$ cat config.mk
export PLATFORM = sky130hd
export DESIGN_NAME = victim_store
export DESIGN_NICKNAME = d
export VERILOG_FILES = /design/src/rtl/vs_pkg.sv /design/src/rtl/vs_prio_enc.sv /design/src/rtl/victim_store.sv
export SDC_FILE = /design/constraint.sdc
export NUM_CORES = 1
export LEC_CHECK = 0
export ABC_AREA = 1
export ABC_CLOCK_PERIOD_IN_PS = 5800
export CAP_MARGIN = 30
export CORE_UTILIZATION = 40
export CTS_CLUSTER_SIZE = 14
export DETAILED_ROUTE_END_ITERATION = 12
export PLACE_DENSITY_LB_ADDON = 0.3
export RECOVER_POWER = 100
export SLEW_MARGIN = 20
export SYNTH_ARGS = -nofsm -noshare
export SYNTH_HDL_FRONTEND = slang
export SYNTH_SLANG_ARGS = --single-unit
$ cat constraint.sdc
create_clock -name clk -period 5.8 [get_ports clk]
set_input_delay 0.87 -clock clk [delete_from_list [all_inputs] [get_ports clk]]
set_output_delay 0.87 -clock clk [all_outputs]
set_load 0.03 [all_outputs]
$ cat src/rtl/vs_pkg.sv
// Shared types for the victim store: controller states and the per-slot record.
// Latency: n/a (types and constants only).
// Backpressure: n/a.
package vs_pkg;

    // Line geometry the slot record is laid out for; the store's TAG_W/DATA_W default to these.
    localparam int VS_TAG_W  = 14;
    localparam int VS_DATA_W = 64;

    typedef enum logic [1:0] {
        IDLE       = 2'd0,
        EVICT_WB   = 2'd1,
        FLUSH_SCAN = 2'd2,
        FLUSH_WB   = 2'd3
    } vs_state_t;

    typedef struct packed {
        logic                 vld;
        logic                 dirty;
        logic [VS_TAG_W-1:0]  tag;
        logic [VS_DATA_W-1:0] dat;
    } slot_t;

endpackage

$ cat src/rtl/vs_prio_enc.sv
// Lowest-set-bit priority encoder: returns the index of the lowest request bit.
// Latency: combinational, zero cycles.
// Backpressure: none; idx is 0 when no request bit is set.
module vs_prio_enc #(
    parameter int N  = 4,
    parameter int IW = (N > 1) ? $clog2(N) : 1
) (
    input  logic [N-1:0]  req,
    output logic          any,
    output logic [IW-1:0] idx
);

    // Scan from the top so the lowest set bit is the last one written.
    always_comb begin
        any = |req;
        idx = '0;
        for (int k = N - 1; k >= 0; k--) begin
            if (req[k]) begin
                idx = IW'(k);
            end
        end
    end

endmodule

$ cat src/rtl/victim_store.sv
// Fully-associative victim store between L1 and memory, with dual lookup and dirty writeback.
// Latency: lookups are combinational; inserts land at the next edge unless a dirty victim must drain first.
// Backpressure: ins_ready drops while a dirty victim or a flush is written back; wb_* held until wb_ready.
module victim_store
    import vs_pkg::*;
#(
    parameter int  ENTRIES = 4,
    parameter int  TAG_W   = VS_TAG_W,
    parameter int  DATA_W  = VS_DATA_W,
    localparam int IW      = $clog2(ENTRIES)
) (
    input  logic              clk,
    input  logic              rst,

    input  logic              ins_valid,
    output logic              ins_ready,
    input  logic [TAG_W-1:0]  ins_tag,
    input  logic              ins_dirty,
    input  logic [DATA_W-1:0] ins_data,

    input  logic [TAG_W-1:0]  i_tag,
    input  logic              i_take,
    output logic              i_hit,
    output logic [IW-1:0]     i_idx,
    output logic [DATA_W-1:0] i_data,

    input  logic [TAG_W-1:0]  d_tag,
    input  logic              d_take,
    output logic              d_hit,
    output logic [IW-1:0]     d_idx,
    output logic [DATA_W-1:0] d_data,
    output logic              d_dirty,

    output logic              wb_valid,
    input  logic              wb_ready,
    output logic [TAG_W-1:0]  wb_tag,
    output logic [DATA_W-1:0] wb_data,

    input  logic              flush,
    output logic              flush_done,
    output logic [IW:0]       occupancy
);

    slot_t              slots [ENTRIES];
    vs_state_t          state, state_nxt;
    logic [IW-1:0]      rr;
    logic [IW-1:0]      scan_idx;
    logic               flush_pend;

    logic [ENTRIES-1:0] vld_vec, i_match, d_match, ins_match;
    logic               free_any, i_any, d_any, ins_any;
    logic [IW-1:0]      free_idx, i_enc, d_enc, ins_enc;

    logic               full, evict_needed, flush_req, last_slot, scan_dirty;
    logic               ins_fire, wb_fire, ins_replace, scan_step, scan_done;
    logic [IW-1:0]      ins_slot, wb_sel;

    // Per-slot valid vector and tag comparators for the three lookup sources.
    always_comb begin
        vld_vec   = '0;
        i_match   = '0;
        d_match   = '0;
        ins_match = '0;
        for (int k = 0; k < ENTRIES; k++) begin
            vld_vec[k]   = slots[k].vld;
            i_match[k]   = slots[k].vld && (slots[k].tag == i_tag);
            d_match[k]   = slots[k].vld && (slots[k].tag == d_tag);
            ins_match[k] = slots[k].vld && (slots[k].tag == ins_tag);
        end
    end

    vs_prio_enc #(.N(ENTRIES), .IW(IW)) u_free_enc (.req(~vld_vec),  .any(free_any), .idx(free_idx));
    vs_prio_enc #(.N(ENTRIES), .IW(IW)) u_i_enc    (.req(i_match),   .any(i_any),    .idx(i_enc));
    vs_prio_enc #(.N(ENTRIES), .IW(IW)) u_d_enc    (.req(d_match),   .any(d_any),    .idx(d_enc));
    vs_prio_enc #(.N(ENTRIES), .IW(IW)) u_ins_enc  (.req(ins_match), .any(ins_any),  .idx(ins_enc));

    // Zero-latency lookup results; a miss reports index 0 and zero data.
    always_comb begin
        i_hit   = i_any && !rst;
        i_idx   = i_hit ? i_enc : '0;
        i_data  = i_hit ? slots[i_enc].dat : '0;
        d_hit   = d_any && !rst;
        d_idx   = d_hit ? d_enc : '0;
        d_data  = d_hit ? slots[d_enc].dat : '0;
        d_dirty = d_hit ? slots[d_enc].dirty : 1'b0;
    end

    // Controller decision terms, all evaluated on pre-take state.
    always_comb begin
        full         = &vld_vec;
        flush_req    = flush || flush_pend;
        evict_needed = ins_valid && !ins_any && full && slots[rr].dirty;
        last_slot    = (scan_idx == IW'(ENTRIES - 1));
        scan_dirty   = slots[scan_idx].vld && slots[scan_idx].dirty;
        ins_fire     = ins_valid && ins_ready;
        wb_fire      = wb_valid && wb_ready;
        ins_slot     = ins_any ? ins_enc : (free_any ? free_idx : rr);
        ins_replace  = ins_fire && !ins_any && !free_any;
        scan_step    = ((state == FLUSH_SCAN) && !scan_dirty) ||
                       ((state == FLUSH_WB) && wb_fire);
        scan_done    = scan_step && last_slot;
    end

    // State register.
    always_ff @(posedge clk) begin
        if (rst) begin
            state <= IDLE;
        end else begin
            state <= state_nxt;
        end
    end

    // Next-state: a flush request outranks a dirty eviction since the flush drains that line anyway.
    always_comb begin
        state_nxt = state;
        case (state)
            IDLE: begin
                if (flush_req) begin
                    state_nxt = FLUSH_SCAN;
                end else if (evict_needed) begin
                    state_nxt = EVICT_WB;
                end
            end
            EVICT_WB: begin
                if (wb_fire) begin
                    state_nxt = IDLE;
                end
            end
            FLUSH_SCAN: begin
                if (scan_dirty) begin
                    state_nxt = FLUSH_WB;
                end else if (last_slot) begin
                    state_nxt = IDLE;
                end
            end
            FLUSH_WB: begin
                if (wb_fire) begin
                    state_nxt = last_slot ? IDLE : FLUSH_SCAN;
                end
            end
            default: state_nxt = IDLE;
        endcase
    end

    // FSM outputs: insert acceptance and the writeback channel; the offered slot cannot change while offered.
    always_comb begin
        ins_ready = !rst && (state == IDLE) && !evict_needed;
        wb_valid  = !rst && ((state == EVICT_WB) || (state == FLUSH_WB));
        wb_sel    = (state == EVICT_WB) ? rr : scan_idx;
        wb_tag    = slots[wb_sel].tag;
        wb_data   = slots[wb_sel].dat;
    end

    // Slot array, replacement pointer, flush scan and pending-flush bookkeeping; inserts are applied last so they win over takes.
    always_ff @(posedge clk) begin
        if (rst) begin
            for (int k = 0; k < ENTRIES; k++) begin
                slots[k].vld   <= 1'b0;
                slots[k].dirty <= 1'b0;
            end
            rr         <= '0;
            scan_idx   <= '0;
            flush_pend <= 1'b0;
            flush_done <= 1'b0;
        end else begin
            flush_done <= scan_done;

            if (i_take && i_hit) begin
                slots[i_idx].vld   <= 1'b0;
                slots[i_idx].dirty <= 1'b0;
            end
            if (d_take && d_hit) begin
                slots[d_idx].vld   <= 1'b0;
                slots[d_idx].dirty <= 1'b0;
            end

            // A drained victim frees its slot and moves the pointer on so the refill is not the next victim.
            if ((state == EVICT_WB) && wb_fire) begin
                slots[rr].vld   <= 1'b0;
                slots[rr].dirty <= 1'b0;
                rr              <= rr + IW'(1);
            end

            if (scan_step) begin
                slots[scan_idx].vld   <= 1'b0;
                slots[scan_idx].dirty <= 1'b0;
                scan_idx              <= last_slot ? '0 : scan_idx + IW'(1);
            end

            if ((state == IDLE) && flush_req) begin
                flush_pend <= 1'b0;
                scan_idx   <= '0;
            end else if (flush) begin
                flush_pend <= 1'b1;
            end

            if (ins_fire) begin
                slots[ins_slot].vld   <= 1'b1;
                slots[ins_slot].tag   <= ins_tag;
                slots[ins_slot].dat   <= ins_data;
                slots[ins_slot].dirty <= ins_any ? (slots[ins_slot].dirty | ins_dirty) : ins_dirty;
                if (ins_replace) begin
                    rr <= rr + IW'(1);
                end
            end
        end
    end

    // Occupancy is the live count of valid slots, so it moves the cycle after any change.
    always_comb begin
        occupancy = '0;
        for (int k = 0; k < ENTRIES; k++) begin
            occupancy = occupancy + {{IW{1'b0}}, vld_vec[k]};
        end
    end

endmodule

==> out/summary.txt, run 1 <==
number of remaining DRC errors = 0
Worst EP required = 4930 ps
clk root buf = clkbuf_16
Max-Slew Margin vs Limit = -14.0%
Synth Warn # = 0
total die area = 54200 sq um
Nets = 3239
total track usage = 31.8%
Iteration-0 DRC Markers = 2883
Die W = 233 um
Setup WS post-layout = 216 ps
Post-Syn Nets = 2993
vias per cell = 5.73
Worst path slowest cell = clkinvlp_2
worst-path fanout max = 24
first-pass GRT wire length = 129000 um
top cell types by occurrence after synthesis = nand2_1, inv_1, edfxtp_1, nand3_1, o21ai_0
Crit. Startpoint = state[0]$_SDFFE_PP0P_
CP Cell Sequence = inv_1 > nor2_1 > nand2_1 > o21ai_4 > clkinvlp_2 > clkbuf_2 > nor2_1 > o21ai_0 > dlygate4sd3_1
final global-route overflow total = 0
xor/xnor share of the synthesized area = 2.14%
Critical Path Start Type = register
Yosys top cell by area = edfxtp_1
Netlist cell types = 45
Hold Path Class = reg2reg
Largest stage delay, worst path = 1050 ps
Reg-to-Reg Start = slots[0][66]$_DFFE_PP_
first-pass iteration count of the detailed router = 6
Port Buf Inserts = 332
endpoints failing setup = 0
post-synthesis adder-cell area fraction = 0.387%
clock transition at the registers of the reported paths = 60 ps
Yosys top cell area share = 45.1%
fin util = 49.9%
Main synth FF type = edfxtp_1
Layout area overhead = 23.3%
combinational fraction of design power = 27.2%
Core Box Area = 52700 sq um
Worst-Margin Slew = 1700 ps
clock skew = 29.7 ps
register area share after synthesis = 46.0%
Mapped Avg Cell Area = 7.42 sq um
Post-Syn Area = 21300 sq um
CP dominant cell by count = nor2_1
Tcrit/Tclk final = 96.3%
gpl congestion = 0.974
post-cts resize count = 0
remaining antenna violation count = 0
Post-CTS Hold Buffers = 0
Setup TNS = 0 ps
Post-CTS Setup Bufs = 0
compound-cell area share of the yosys netlist = 16.0%
vias in the first global route = 21059
clk_lat worst skew = 580 ps
Cell Pwr Density = 291 nW/um^2
max_cap viols = 1
leakage = 11.5 nW
Final Max Tran Viols = 13
share of cells above drive strength 1 = 6.00%
largest net degree at the start of global routing = 189
placement-stage worst setup slack = 427 ps
Fillers = 5004
CP Data Arrival Time = 4710 ps
synthesized flop and latch total = 330
combinational family with the most area after synthesis = simple AND/OR/NAND/NOR gates
Max Buffers Root-to-Sink = 3
post-synthesis mux area share = 0%
IO Pins = 333
WL/cell = 22.9 um
TritonCTS clock tree = built
Post-Synth Simple-Gate Area = 23.3%
initial antenna violation count = 3
highest clock rate = 179 MHz
DP Cell Count = 3765
sw frac = 33.5%
overall power = 7.66 mW
top-count cell post-synth = nand2_1
cell family with most CP delay = buffers and inverters
post-DP HPWL = 57900 um
Die Ht = 233 um
Psw = 2.56 mW
crit path capture type = primary output
number of synthesized flops with an enable pin = 320
Post-Layout Cell Count = 3839
worst hold start = flush_pend$_SDFFE_PP0P_
final hold violations = 0
Synth area leaders = edfxtp_1, nand2_1, inv_1
clock power share = 35.3%
number of clock sinks = 330
final WL = 87800 um
outcome = finished with violations
VDD IR max = 0.246 mV
vias after detailed routing = 21994
Critical path buffers and inverters = 4
unrepaired setup endpoints after global routing = no
Gate Count Post-Synth = 2873
FP Rows = 84
htree depth = 2
Async SR Flop Fraction = 0%
violated checks = max-capacitance violations, max-slew violations
starting density of the core = 40.5%
Int Pwr = 5.09 mW
kind of critical path = reg2out
TritonCTS Buffers = 40
Reg power frac = 37.4%
minimum clock period = 5580 ps
==> cell type report <==
class	count	area [sq um]	share of cell area, %
well taps	688	861	3.27
multi-input cells	1911	8970	34.1
diodes	1	2.50	0.00952
inverters	460	1730	6.57
repair buffers	376	3500	13.3
flip-flops and latches	330	9810	37.3
clock buffers	49	1060	4.02
clock inverters	24	363	1.38
==> power groups by stage <==
stage | Combinational (mW) | Sequential, mW | Clock [mW]
after global placement | 2.12 | 2.91 | 0
final | 2.09 | 2.87 | 2.70
after global routing | 2.24 | 2.87 | 2.82
after floorplan | 1.25 | 2.88 | 0
after detailed placement | 2.15 | 2.91 | 0
after CTS | 2.16 | 2.86 | 2.73
==> routing by layer <==
layer	part of all wire, %	track usage, %	up-vias
li1	-	-	9940
met5	0.033	0	-
met4	4.9	15.2	4
met1	39	41.1	10400
met3	9.9	6.24	287
met2	46	51.0	1363
==> cell families after synthesis <==
kind of cell | count (synthesis)
AND/OR/NAND/NOR | 1189
AO/OA/AOI/OAI | 664
adder cells (fa/ha/maj) | 6
buffers and inverters | 632
flip-flops | 330
XOR/XNOR | 52
==> flip-flops by register name, summed over array words and instances, names as in the netlist, named ones only <==
name / cells
flush_done: 1
flush_pend: 1
rr: 2
scan_idx: 2
slots: 320
state: 2
==> worst paths after layout <==
path                              to  slack, ps  cells after the start
max                      wb_data[39]        220                      9
min reg2reg  flush_pend$_SDFFE_PP0P_        550                      4
max reg2reg   slots[3][72]$_DFFE_PP_        680                     13
min          flush_pend$_SDFFE_PP0P_        550                      4
==> cell usage in the layout, fill, tap and decap left out, drive strengths merged, types with 33 or more instances in the layout <==
cell,instances
nand3,300
clkdlybuf4s50,121
a21oi,288
clkbuf,123
buf,40
edfxtp,320
inv,460
nor2,262
nand2,600
o22ai,33
dlygate4sd3,141
xnor2,35
o21ai,329
==> tightest hold or removal path, delay by kind of cell, from the launching register on <==
family / cells / cell delay [ps]
flip-flops: 1 / 300
buffers and inverters: 2 / 120
AND/OR/NAND/NOR: 2 / 110
==> stage by stage <==
stage | hold WS [ps] | cell area, sq um
after floorplan | 469 | 21300
after global placement | 546 | 25200
after detailed placement | 540 | 25200
after CTS | 557 | 26700
after global routing | 596 | 26300
final | 553 | 26300
Power figures use the tool's default switching activity.
==> inputs of run 2 (changes only) <==
- CTS_BUF_LIST: default -> sky130_fd_sc_hd__clkbuf_4 sky130_fd_sc_hd__clkbuf_8
==> run 2 against run 1 <==
- the flow still finishes with violations (max-capacitance violations, max-slew violations)
- design area fell by 1.1%
- wire length is 0.27% lower
- die area stayed put
- final cell count rose by 0.78%
- first-iteration DRC count rose by 0.94%
- register-to-register slack worse by 40 ps
- fmax increased by 1.1%
- combinational power barely moved
- clock skew is 14 ps higher
- critical path type is now in2out
- highest routed layer unchanged
==> out/summary.txt, run 2 (same netlist as run 1, synthesis figures left out) <==
clock skew = 43.3 ps (+13.7 ps)
vias in the first global route = 21189 (+0.62%)
clk_lat worst skew = 660 ps (+80 ps)
Tcrit/Tclk final = 95.2% (-1.1 points)
total track usage = 31.8% (about the same)
violated checks = max-capacitance violations, max-slew violations
kind of critical path = in2out
Cell Pwr Density = 273 nW/um^2 (-6.1%)
Hold Path Class = reg2reg
first-pass GRT wire length = 129000 um (+0.35%)
CP Cell Sequence = dlygate4sd3_1 > xnor2_1 > o211ai_1 > nor4_1 > nand2_1 > nand2_4 > inv_2 > buf_12 > nand2_1 > nand3_1 > a21oi_1 > dlygate4sd3_1
FF-to-FF End = slots[2][72]$_DFFE_PP_
Setup TNS = 0 ps (unchanged)
number of clock sinks = 330 (unchanged)
total die area = 54200 sq um (unchanged)
minimum clock period = 5520 ps (-63.2 ps)
Max-Slew Margin vs Limit = -12.5% (+1.5 points)
TritonCTS Buffers = 56 (+40%)
wire length on met3 = 8310 um (-4.5%)
initial antenna violation count = 4 (+1)
final WL = 87600 um (-0.27%)
vias per cell = 5.69 (-0.66%)
register area = 9810 sq um (unchanged)
Worst Hold Path Cells = 4 (unchanged)
commonest non-fill, non-tap cells in the layout = nand2_1, inv_1, edfxtp_1, nand3_1, o21ai_0
post-DP HPWL = 57900 um (unchanged)
Largest register FFs = 320 (unchanged)
Core Box Area = 52700 sq um (unchanged)
Worst EP required = 4930 ps (about the same)
Worst-Margin Slew = 1680 ps (-22.5 ps)
share of cells above drive strength 1 = 6.79% (+0.79 points)
worst-path fanout max = 47 (+96%)
IO Pins = 333 (unchanged)
Critical Path Start Type = input port
WL/cell = 22.6 um (-1.0%)
clock transition at the registers of the reported paths = 60 ps (about the same)
largest net degree at the start of global routing = 189 (unchanged)
Iteration-0 DRC Markers = 2910 (+0.94%)
reg-to-reg slack, setup = 640 ps (-40 ps)
Nets = 3255 (+0.49%)
met1 wire length = 34800 um (+0.61%)
crit path capture type = primary output
most common cell after layout, fill and taps aside = nand2_1
CP Data Arrival Time = 4650 ps (-60 ps)
gpl congestion = 0.974 (unchanged)
unrepaired setup endpoints after global routing = no
number of remaining DRC errors = 0 (unchanged)
outcome = finished with violations
Reg-to-Reg Start = slots[0][66]$_DFFE_PP_
uppermost layer routed = met5
endpoints failing setup = 0 (unchanged)
vias after detailed routing = 22019 (+0.11%)
first-pass iteration count of the detailed router = 8 (+2)
Final Max Tran Viols = 13 (unchanged)
Reg2Reg Depth = 13 (unchanged)
Worst path slowest cell = dlygate4sd3_1
Post-CTS Hold Buffers = 0 (unchanged)
Max Buffers Root-to-Sink = 3 (unchanged)
Post-CTS Setup Bufs = 0 (unchanged)
Fillers = 5072 (+1.4%)
Port Buf Inserts = 332 (unchanged)
worst hold start = flush_pend$_SDFFE_PP0P_
Min-Delay Endpoint = flush_pend$_SDFFE_PP0P_
Layout area overhead = 22.0%
met2 wire len = 40400 um (+0.55%)
overall power = 7.11 mW (-7.1%)
Die W = 233 um (unchanged)
Multi-input gate area = 8970 sq um (unchanged)
final hold violations = 0 (unchanged)
FP Rows = 84 (unchanged)
Die Ht = 233 um (unchanged)
post-cts resize count = 0 (unchanged)
Largest Register = slots
leakage = 11.4 nW (-0.69%)
final global-route overflow total = 0 (unchanged)
max_cap viols = 1 (unchanged)
highest clock rate = 181 MHz (+1.1%)
starting density of the core = 40.5% (unchanged)
htree depth = 2 (unchanged)
clk root buf = clkbuf_8
remaining antenna violation count = 0 (unchanged)
TritonCTS clock tree = built
VDD IR max = 0.187 mV (-24%)
Largest stage delay, worst path = 800 ps (-250 ps)
## run 2: per-stage QoR
step	worst slack [ps]	instance area, sq um	instances	hold slack [ps]	utilization [%]
floorplan	7.90	21300	2873	469	-
global placement	446	25200	3765	546	47.9
detailed placement	427	25200	3765	540	47.9
CTS	404	26400	3867	556	50.1
global route	56.1	26000	3868	596	49.4
finish	279	26000	3869	548	49.4
## run 2: where the power goes
| part | internal (mW) | switching [mW] | total [mW] |
|---|---|---|---|
| Sequential | 2.78 | 0.0852 | 2.87 |
| Clock | 1.17 | 0.986 | 2.16 |
| Combinational | 0.652 | 1.43 | 2.09 |
## run 2: final cells by class
cell class	instances	share of cell area [%]
Clock buffer	70	3.37
Timing Repair Buffer	376	13.5
Sequential cell	330	37.7
Antenna cell	2	0.0192
Tap cell	688	3.31
Clock inverter	32	0.986
Inverter	460	6.64
Multi-Input combinational cell	1911	34.5
## run 2: layer usage
metal / vias up / global-route usage (%)
met4: 4 / 15.1
li1: 9985 / -
met5: - / 0
met1: 10408 / 41.1
met2: 1359 / 51.1
met3: 263 / 6.13
## run 2: critical path, delay by kind of cell
| kind | cells | cell delay, ps |
|---|---|---|
| xor+xnor | 1 | 180 |
| compound gates | 2 | 440 |
| buf+inv | 4 | 1890 |
| simple gates | 5 | 1180 |
## run 2: worst max-delay path by stage
stage | startpoint | to | slack [ps] | depth (start not counted)
4_1_cts | i_tag[13] | i_data[55] | 400 | 12
5_1_grt | d_tag[10] | d_data[44] | 60 | 14
6_report | i_tag[12] | i_data[22] | 280 | 12
2_1_floorplan | ins_tag[8] | slots[1][0]$_DFFE_PP_ | 8 | 15
3_3_place_gp | i_tag[12] | i_data[58] | 450 | 12
3_5_place_dp | i_tag[12] | i_data[51] | 430 | 12
